## config.mk

```make
export PLATFORM = sky130hd
export DESIGN_NAME = xor_parity_arbiter
export DESIGN_NICKNAME = d
export VERILOG_FILES = /design/src/rtl/xor_parity_arbiter.sv
export SDC_FILE = /design/constraint.sdc
export NUM_CORES = 1
export LEC_CHECK = 0
export CORE_MARGIN = 2
export CORE_UTILIZATION = 36
export DETAILED_ROUTE_END_ITERATION = 8
export PLACE_DENSITY = 0.88
export SLEW_MARGIN = 20
export SYNTH_ARGS = -nofsm -noshare
export SYNTH_HDL_FRONTEND = slang
export SYNTH_SLANG_ARGS = --single-unit
```

## constraint.sdc

```tcl
create_clock -name clk -period 2.9 [get_ports clk]
set_input_delay 0.435 -clock clk [delete_from_list [all_inputs] [get_ports clk]]
set_output_delay 0.435 -clock clk [all_outputs]
set_load 0.02 [all_outputs]
```

## src/rtl/xor_parity_arbiter.sv

```systemverilog
// Shared XOR-reduction arbiter: round-robin grants one requester per frame, folds each
// accepted word's parity into an accumulator and returns the frame parity tagged by requester.
module xor_parity_arbiter #(
  parameter int unsigned NREQ = 4,
  parameter int unsigned W    = 32,
  localparam int unsigned IDW = (NREQ > 1) ? $clog2(NREQ) : 1
) (
  input  logic                clk,
  input  logic                rst_n,
  input  logic [NREQ-1:0]     req_valid,
  input  logic [NREQ*W-1:0]   req_data,
  input  logic [NREQ-1:0]     req_last,
  output logic [NREQ-1:0]     req_ready,
  output logic                res_valid,
  output logic                res_parity,
  output logic [IDW-1:0]      res_id,
  input  logic                res_ready,
  output logic                busy
);

  typedef enum logic [1:0] {StIdle, StBusy, StDone} state_e;

  state_e         state_q, state_d;
  logic [IDW-1:0] rr_q, rr_d;
  logic [IDW-1:0] grant_q, grant_d;
  logic           acc_q, acc_d;
  logic           res_valid_q, res_valid_d;
  logic           res_parity_q, res_parity_d;
  logic [IDW-1:0] res_id_q, res_id_d;

  logic [IDW-1:0] sel;
  logic [IDW-1:0] idx;
  logic           found;
  logic [W-1:0]   word;
  logic           word_par;
  logic           beat;

  // (base + off) mod NREQ; both operands are already below NREQ
  function automatic logic [IDW-1:0] wrap_add(input int unsigned base, input int unsigned off);
    int unsigned s;
    s = base + off;
    if (s >= NREQ) s = s - NREQ;
    return IDW'(s);
  endfunction

  // First valid requester at or after the round-robin pointer
  always_comb begin
    sel   = '0;
    idx   = '0;
    found = 1'b0;
    for (int unsigned i = 0; i < NREQ; i++) begin
      idx = wrap_add(int'(rr_q), i);
      if (!found && req_valid[idx]) begin
        sel   = idx;
        found = 1'b1;
      end
    end
  end

  assign word     = req_data[int'(grant_q)*W +: W];
  assign word_par = ^word;
  assign beat     = (state_q == StBusy) && req_valid[grant_q];

  always_comb begin
    state_d      = state_q;
    rr_d         = rr_q;
    grant_d      = grant_q;
    acc_d        = acc_q;
    res_valid_d  = res_valid_q;
    res_parity_d = res_parity_q;
    res_id_d     = res_id_q;
    unique case (state_q)
      StIdle: begin
        if (found) begin
          grant_d = sel;
          acc_d   = 1'b0;
          state_d = StBusy;
        end
      end
      StBusy: begin
        if (beat) begin
          acc_d = acc_q ^ word_par;
          if (req_last[grant_q]) begin
            res_parity_d = acc_q ^ word_par;
            res_id_d     = grant_q;
            res_valid_d  = 1'b1;
            state_d      = StDone;
          end
        end
      end
      StDone: begin
        if (res_ready) begin
          res_valid_d = 1'b0;
          rr_d        = wrap_add(int'(grant_q), 1);
          acc_d       = 1'b0;
          state_d     = StIdle;
        end
      end
      default: state_d = StIdle;
    endcase
  end

  always_ff @(posedge clk or negedge rst_n) begin
    if (!rst_n) begin
      state_q      <= StIdle;
      rr_q         <= '0;
      grant_q      <= '0;
      acc_q        <= 1'b0;
      res_valid_q  <= 1'b0;
      res_parity_q <= 1'b0;
      res_id_q     <= '0;
    end else begin
      state_q      <= state_d;
      rr_q         <= rr_d;
      grant_q      <= grant_d;
      acc_q        <= acc_d;
      res_valid_q  <= res_valid_d;
      res_parity_q <= res_parity_d;
      res_id_q     <= res_id_d;
    end
  end

  // Ready is a pure decode of registered state, independent of req_valid
  always_comb begin
    req_ready = '0;
    if (state_q == StBusy) req_ready[grant_q] = 1'b1;
  end

  assign res_valid  = res_valid_q;
  assign res_parity = res_parity_q;
  assign res_id     = res_id_q;
  assign busy       = (state_q != StIdle);

endmodule

```

==> results of run 1 <==
==> routing by layer <==
layer	up-vias	GRT usage
met5	-	0
met4	0	0.0456
met3	4	0.0528
met2	103	0.365
met1	878	0.179
li1	1006	-
==> cell type report <==
| type | count | area share |
|---|---|---|
| Clock buffer | 4 | 0.0134 |
| Inverter | 5 | 0.00558 |
| Multi-Input combinational cell | 195 | 0.437 |
| Sequential cell | 11 | 0.0818 |
| Tap cell | 67 | 0.0249 |
| Timing Repair Buffer | 147 | 0.437 |
==> logic make-up (layout without fill, tap and decap cells) <==
group,count (synthesis),count (layout)
xor+xnor,95,95
simple gates,48,48
compound gates,38,38
flops,11,11
mux,10,10
buf+inv,9,156
fa+ha+maj,4,4
==> worst max-delay path, cell delays in order (launching register included) <==
cell                              delay [ns]
sky130_fd_sc_hd__dfrtp_1                0.72
sky130_fd_sc_hd__inv_2                  0.28
sky130_fd_sc_hd__ha_1                   0.27
sky130_fd_sc_hd__and2_1                 0.13
sky130_fd_sc_hd__clkdlybuf4s50_1        0.55
==> stage by stage <==
step / instances / area [um2] / total power [mW] / hold WS [ns] / setup slack, ns
floorplan: 215 / 1790 / 1.44 / 0.139 / 0.949
global placement: 425 / 3320 / 1.89 / 0.466 / 0.349
detailed placement: 425 / 3320 / 1.93 / 0.494 / 0.224
CTS: 429 / 3360 / 2.09 / 0.504 / 0.270
global route: 429 / 3360 / 2.23 / 0.537 / 0.136
finish: 429 / 3360 / 2.06 / 0.496 / 0.289
==> flip-flops by register name (all words and copies together), names as in the netlist <==
register / flops
res_valid: 1
res_parity: 1
res_id: 2
acc_q: 1
state_q: 2
grant_q: 2
rr_q: 2
==> placed cells by master, fill, tap and decap left out, types with 7 or more instances in the layout <==
cell and instances:
sky130_fd_sc_hd__clkdlybuf4s50_1 147, sky130_fd_sc_hd__xnor2_1 61, sky130_fd_sc_hd__xor2_1 33, sky130_fd_sc_hd__nor2_1 18, sky130_fd_sc_hd__a21oi_1 13, sky130_fd_sc_hd__nand2_1 12, sky130_fd_sc_hd__dfrtp_1 11, sky130_fd_sc_hd__o21ai_0 9
sky130_fd_sc_hd__mux2i_1 7
==> how the worst max path moves through the flow <==
| stage | cells past startpoint | slack (ns) | from | end |
|---|---|---|---|---|
| 6_report | 4 | 0.29 | grant_q[0] | req_ready[2] |
| 5_1_grt | 4 | 0.14 | grant_q[0] | req_ready[0] |
| 4_1_cts | 4 | 0.27 | grant_q[0] | req_ready[2] |
| 3_5_place_dp | 9 | 0.22 | req_data[102] | res_parity |
| 3_3_place_gp | 9 | 0.35 | req_data[70] | res_parity |
| 2_1_floorplan | 9 | 0.95 | grant_q[1] | res_parity |
==> power by group <==
part	switching [mW]	internal (mW)
Combinational	0.674	0.897
Sequential	0.113	0.226
Clock	0.0542	0.0963
Total	0.841	1.22
==> results.json, run 1 <==
{
  "status": "finished, final reports clean",
  "clk_pin_slew_ns": 0.05,
  "groute.usage.overall": 0.182,
  "fin_hold_viols": 0,
  "r2r_setup_slack_ns": 0.49,
  "timing.max_slew.rel_slack": 0.604,
  "synthAdderAreaFrac": 0.0279,
  "maxCapViolations": 0,
  "synth_top_area_frac": 0.298,
  "grt_first_pass_wirelength_um": 7930,
  "drive_gt1_frac": 0.0304,
  "totalNegativeSetupSlack_ns": 0,
  "synthesis.yosys.warnings": 0,
  "ctsHtreeMaxLevel": 1,
  "min-delay-start": "res_id[0]",
  "hold-path-endpoint": "res_id[0]",
  "insertedDiodeCount": 0,
  "detailedRoute.firstIterationViolations": 14,
  "grt_pass1_vias": 1962,
  "post-cts-setup-buffers": 0,
  "pwr_density_cell_mw_per_mm2": 613,
  "nFillCells": 390,
  "cts_repair_resize_count": 0,
  "drc": 0,
  "post-route-period-util": 0.900,
  "worst_setup_path_start_kind": "register",
  "tritoncts": "built",
  "routed-via-count": 1991,
  "avgViaCountPerCell": 4.64,
  "worstReg2RegStart": "grant_q[0]",
  "crit_required_ns": 2.47,
  "power_leakage_nw": 1.29,
  "synthCells": 215,
  "numCtsBuffers": 3,
  "finalCoreUtilization": 0.707,
  "synth_compound_gate_area_share": 0.124,
  "synth_commonest_cells": "61 x sky130_fd_sc_hd__xnor2_1, 33 x sky130_fd_sc_hd__xor2_1, 18 x sky130_fd_sc_hd__nor2_1, 13 x sky130_fd_sc_hd__a21oi_1, 12 x sky130_fd_sc_hd__nand2_1",
  "synth_seq_area_share": 0.153,
  "postCtsHoldBufs": 0,
  "top_layer_used": "met4",
  "drt-wirelength-per-cell_um": 12.5,
  "routed-wl-met2_um": 2850,
  "fp.dieArea_mm2": 0.00556,
  "reg2reg_depth": 8,
  "tritoncts_num_sinks": 11,
  "leading_cell_type_by_number_of_instances_after_synthesis": "sky130_fd_sc_hd__xnor2_1",
  "multi_input_combinational_cell_area_mm2": 0.00147,
  "dieHeight_um": 74.6,
  "flip_flop_cell_with_the_highest_count_after_synthesis": "sky130_fd_sc_hd__dfrtp_1",
  "cp_max_fo": 17,
  "pin_count": 148,
  "drt_pass1_iterations": 4,
  "fp-row-count": 25,
  "syn_to_final_growth_pct": 87.4,
  "timing.rr.end": "res_parity",
  "cts.root.buffer_cell": "sky130_fd_sc_hd__clkbuf_8",
  "timing_max_transition_violations_final": 0,
  "routedLengthMet1_um": 1840,
  "synth_enable_flop_cells": 0,
  "synth.net_count": 358,
  "coreArea_mm2": 0.00475,
  "drt.antenna.violating_nets": 0,
  "syn_area_per_cell_um2": 8.35,
  "die_width_um": 74.6,
  "grt_max_degree": 18,
  "muxShareOfSynthArea": 0.0704,
  "synth_largest_area_cell": "sky130_fd_sc_hd__xnor2_1",
  "path_class": "register to output pin",
  "port_buffers": 147,
  "synthXorXnorAreaFrac": 0.471,
  "synth_top_family_by_area": "XOR/XNOR gates",
  "initial_core_util": 0.377,
  "gr-total-overflow": 0,
  "clock_insertion_delay_worst_skew_ns": 0.23,
  "ys_types": 33,
  "setup_repair_after_global_routing_missed_its_margin": "no",
  "finish.net_count": 506,
  "cts.path.max_buffers": 2,
  "holdPathStages": 2,
  "netlist_area_mm2": 0.00179,
  "gp_routability_congestion": 0.854,
  "worst_pin_slew_ns": 0.593,
  "synth_async_sr_flop_share": 1.00,
  "final.min_clock_period_ns": 2.61,
  "synthTopCellsByArea": "sky130_fd_sc_hd__xnor2_1 30%, sky130_fd_sc_hd__xor2_1 16%, sky130_fd_sc_hd__dfrtp_1 15%, sky130_fd_sc_hd__mux2i_1 3.9%, sky130_fd_sc_hd__nor2_1 3.8%",
  "timing.clock.skew_ns": 0.00219,
  "antenna_found_initial": 0,
  "worstPathArrival_ns": 2.18,
  "place_hpwl_um": 4810,
  "report.final.setup_viol": 0,
  "fmax_mhz": 383,
  "worstHoldPathType": "register to register",
  "synth_simple_gate_area_share": 0.125,
  "peakVddDrop_v": 0.000521,
  "postRouteWirelength_um": 5360,
  "timing.critical_path.to_type": "output pin",
  "metal3_wl_um": 620,
  "ff_latch_area_um2": 275,
  "count_of_state_elements_after_synthesis": 11
}
Note: power is estimated with default switching activity, not from simulation.
==> run 2: changes to the inputs <==
--- a/config.mk
+++ b/config.mk
@@ -5,6 +5,7 @@
 export SDC_FILE = /design/constraint.sdc
 export NUM_CORES = 1
 export LEC_CHECK = 0
+export CORE_ASPECT_RATIO = 1.5
 export CORE_MARGIN = 2
 export CORE_UTILIZATION = 36
 export DETAILED_ROUTE_END_ITERATION = 8
==> constraint.sdc (replaced) <==
create_clock -name clk -period 2.9 [get_ports clk]
set_input_delay 0.435 -clock clk [delete_from_list [all_inputs] [get_ports clk]]
set_output_delay 0.435 -clock clk [all_outputs]
set_load 0.1 [all_outputs]
==> run 2 against run 1 <==
Setup slack better by 0.23 ns. Via count increased by 1.8%. Critical path depth is 5 higher. Cell count is the same. Wire length increased by 0.88%. First-iteration DRC count is 71% higher. Clock power is essentially flat. Core utilization down 1.1 points. Non-clock buffer count is 1 higher. Largest power group unchanged. Count of clock-buffer cells in the layout unchanged. Final area shrank 0.48%.
==> results.json, run 2 (synthesized netlist as in run 1, its figures left out) <==
{
  "clock_insertion_delay_worst_skew_ns": 0.23,
  "stdcell_area_mm2": 0.00335,
  "port_buffers": 147,
  "syn_to_final_growth_pct": 86.5,
  "ff_latch_area_um2": 275,
  "groute.usage.overall": 0.185,
  "worstHoldPathType": "register to register",
  "hold-path-endpoint": "res_id[1]",
  "gr-total-overflow": 0,
  "report.final.setup_viol": 0,
  "detailedRoute.firstIterationViolations": 24,
  "place_hpwl_um": 4770,
  "tritoncts_num_sinks": 11,
  "reg2reg_depth": 8,
  "ctsHtreeMaxLevel": 1,
  "setup_repair_after_global_routing_missed_its_margin": "no",
  "finish.net_count": 507,
  "postRouteWirelength_um": 5400,
  "timing.clock.skew_ns": 0.00291,
  "fp-row-count": 31,
  "cts_repair_resize_count": 0,
  "nFillCells": 417,
  "timing_max_transition_violations_final": 0,
  "grt_pass1_vias": 1997,
  "postCtsHoldBufs": 0,
  "totalNegativeSetupSlack_ns": 0,
  "final.min_clock_period_ns": 2.38,
  "tritoncts": "built",
  "maxCapViolations": 0,
  "cp_max_fo": 2,
  "insertedDiodeCount": 0,
  "die_width_um": 61.6,
  "dieHeight_um": 90.5,
  "initial_core_util": 0.373,
  "mostFrequentLayoutCell": "sky130_fd_sc_hd__clkdlybuf4s50_1",
  "timing.rr.end": "res_parity",
  "gp_routability_congestion": 0.746,
  "status": "finished, final reports clean",
  "placedInstanceArea_mm2": 0.00330,
  "crit_required_ns": 3.06,
  "path_cells": "clkdlybuf4s50_1 -> xor2_1 -> xnor2_1 -> o22ai_1 -> a211oi_1 -> xor2_1 -> xnor2_1 -> xnor3_1 -> o21ai_1",
  "drt_pass1_iterations": 4,
  "post-route-period-util": 0.820,
  "avgViaCountPerCell": 4.72,
  "r2r_setup_slack_ns": 0.56,
  "worst_setup_path_start_kind": "input pin",
  "numCtsBuffers": 3,
  "timing.max_slew.rel_slack": 0.668,
  "totalPowerFinal_mw": 2.38,
  "critPathMaxStageDelay_ns": 0.50,
  "worst_pin_slew_ns": 0.496,
  "drt-wirelength-per-cell_um": 12.6,
  "cts.root.buffer_cell": "sky130_fd_sc_hd__clkbuf_8",
  "power_leakage_nw": 1.31,
  "coreArea_mm2": 0.00481,
  "grt_first_pass_wirelength_um": 8110,
  "clk_pin_slew_ns": 0.05,
  "drc": 0,
  "critical_path.slowest_cell": "sky130_fd_sc_hd__clkdlybuf4s50_1",
  "fp.dieArea_mm2": 0.00558,
  "peakVddDrop_v": 0.000708,
  "fmax_mhz": 421,
  "routed-via-count": 2026,
  "most-common-layout-cells": "138 x sky130_fd_sc_hd__clkdlybuf4s50_1, 61 x sky130_fd_sc_hd__xnor2_1, 33 x sky130_fd_sc_hd__xor2_1",
  "cts.path.max_buffers": 2,
  "path_class": "input pin to register",
  "holdPathStages": 2,
  "timing.critical_path.to_type": "register",
  "fin_hold_viols": 0,
  "worstReg2RegStart": "grant_q[1]",
  "drive_gt1_frac": 0.0579,
  "min-delay-start": "res_id[1]",
  "post-cts-setup-buffers": 0,
  "grt_max_degree": 17,
  "multi_input_combinational_cell_area_mm2": 0.00147,
  "pwr_density_cell_mw_per_mm2": 711,
  "pin_count": 148,
  "worstPathArrival_ns": 2.53,
  "antenna_found_initial": 0,
  "drt.antenna.violating_nets": 0
}
==> run 2: cell count changes in the layout (fill, tap and decap cells not counted), sizes merged <==
cell           change
buf               +10
clkdlybuf4s50      -9
==> run 2: final cells by class <==
class | count | share of cell area
repair buffers | 148 | 0.435
well taps | 66 | 0.0247
inverters | 5 | 0.00561
flip-flops and latches | 11 | 0.0822
clock buffers | 4 | 0.0135
multi-input cells | 195 | 0.439
==> run 2: worst max-delay path by stage <==
| stage | start | endpoint | slack, ns |
|---|---|---|---|
| 5_1_grt | grant_q[1] | acc_q | 0.29 |
| 4_1_cts | req_data[126] | res_parity | 0.51 |
| 3_3_place_gp | req_data[100] | res_parity | 0.37 |
| 6_report | req_data[39] | res_parity | 0.52 |
| 2_1_floorplan | grant_q[1] | req_ready[1] | 0.79 |
| 3_5_place_dp | req_data[127] | res_parity | 0.29 |
==> run 2: power by group <==
group	switching [mW]	total [mW]	internal [mW]
combinational	1.03	1.91	0.885
sequential	0.0894	0.316	0.227
clock	0.0540	0.150	0.0962
==> run 2: per-layer routing <==
metal / part of all wire / up-vias / global-route usage
li1: - / 1008 / -
met1: 0.32 / 907 / 0.179
met2: 0.57 / 103 / 0.372
met3: 0.10 / 8 / 0.0344
met4: 0.013 / 0 / 0.0372
met5: 0 / - / 0
==> run 2: through the flow <==
stage	hold slack, ns	util	worst slack [ns]	cells
after floorplan	0.139	-	0.786	215
after global placement	0.466	0.687	0.366	425
after detailed placement	0.474	0.687	0.287	425
after CTS	0.485	0.696	0.510	429
after global routing	0.511	0.696	0.293	429
final	0.482	0.696	0.522	429
==> run 2: worst max-delay path: cells and delay by family <==
family                    cells  cell delay [ns]
xor gates and xnor gates      5             1.14
AOI/OAI and AO/OA             3             0.45
buffers and inverters         1             0.50
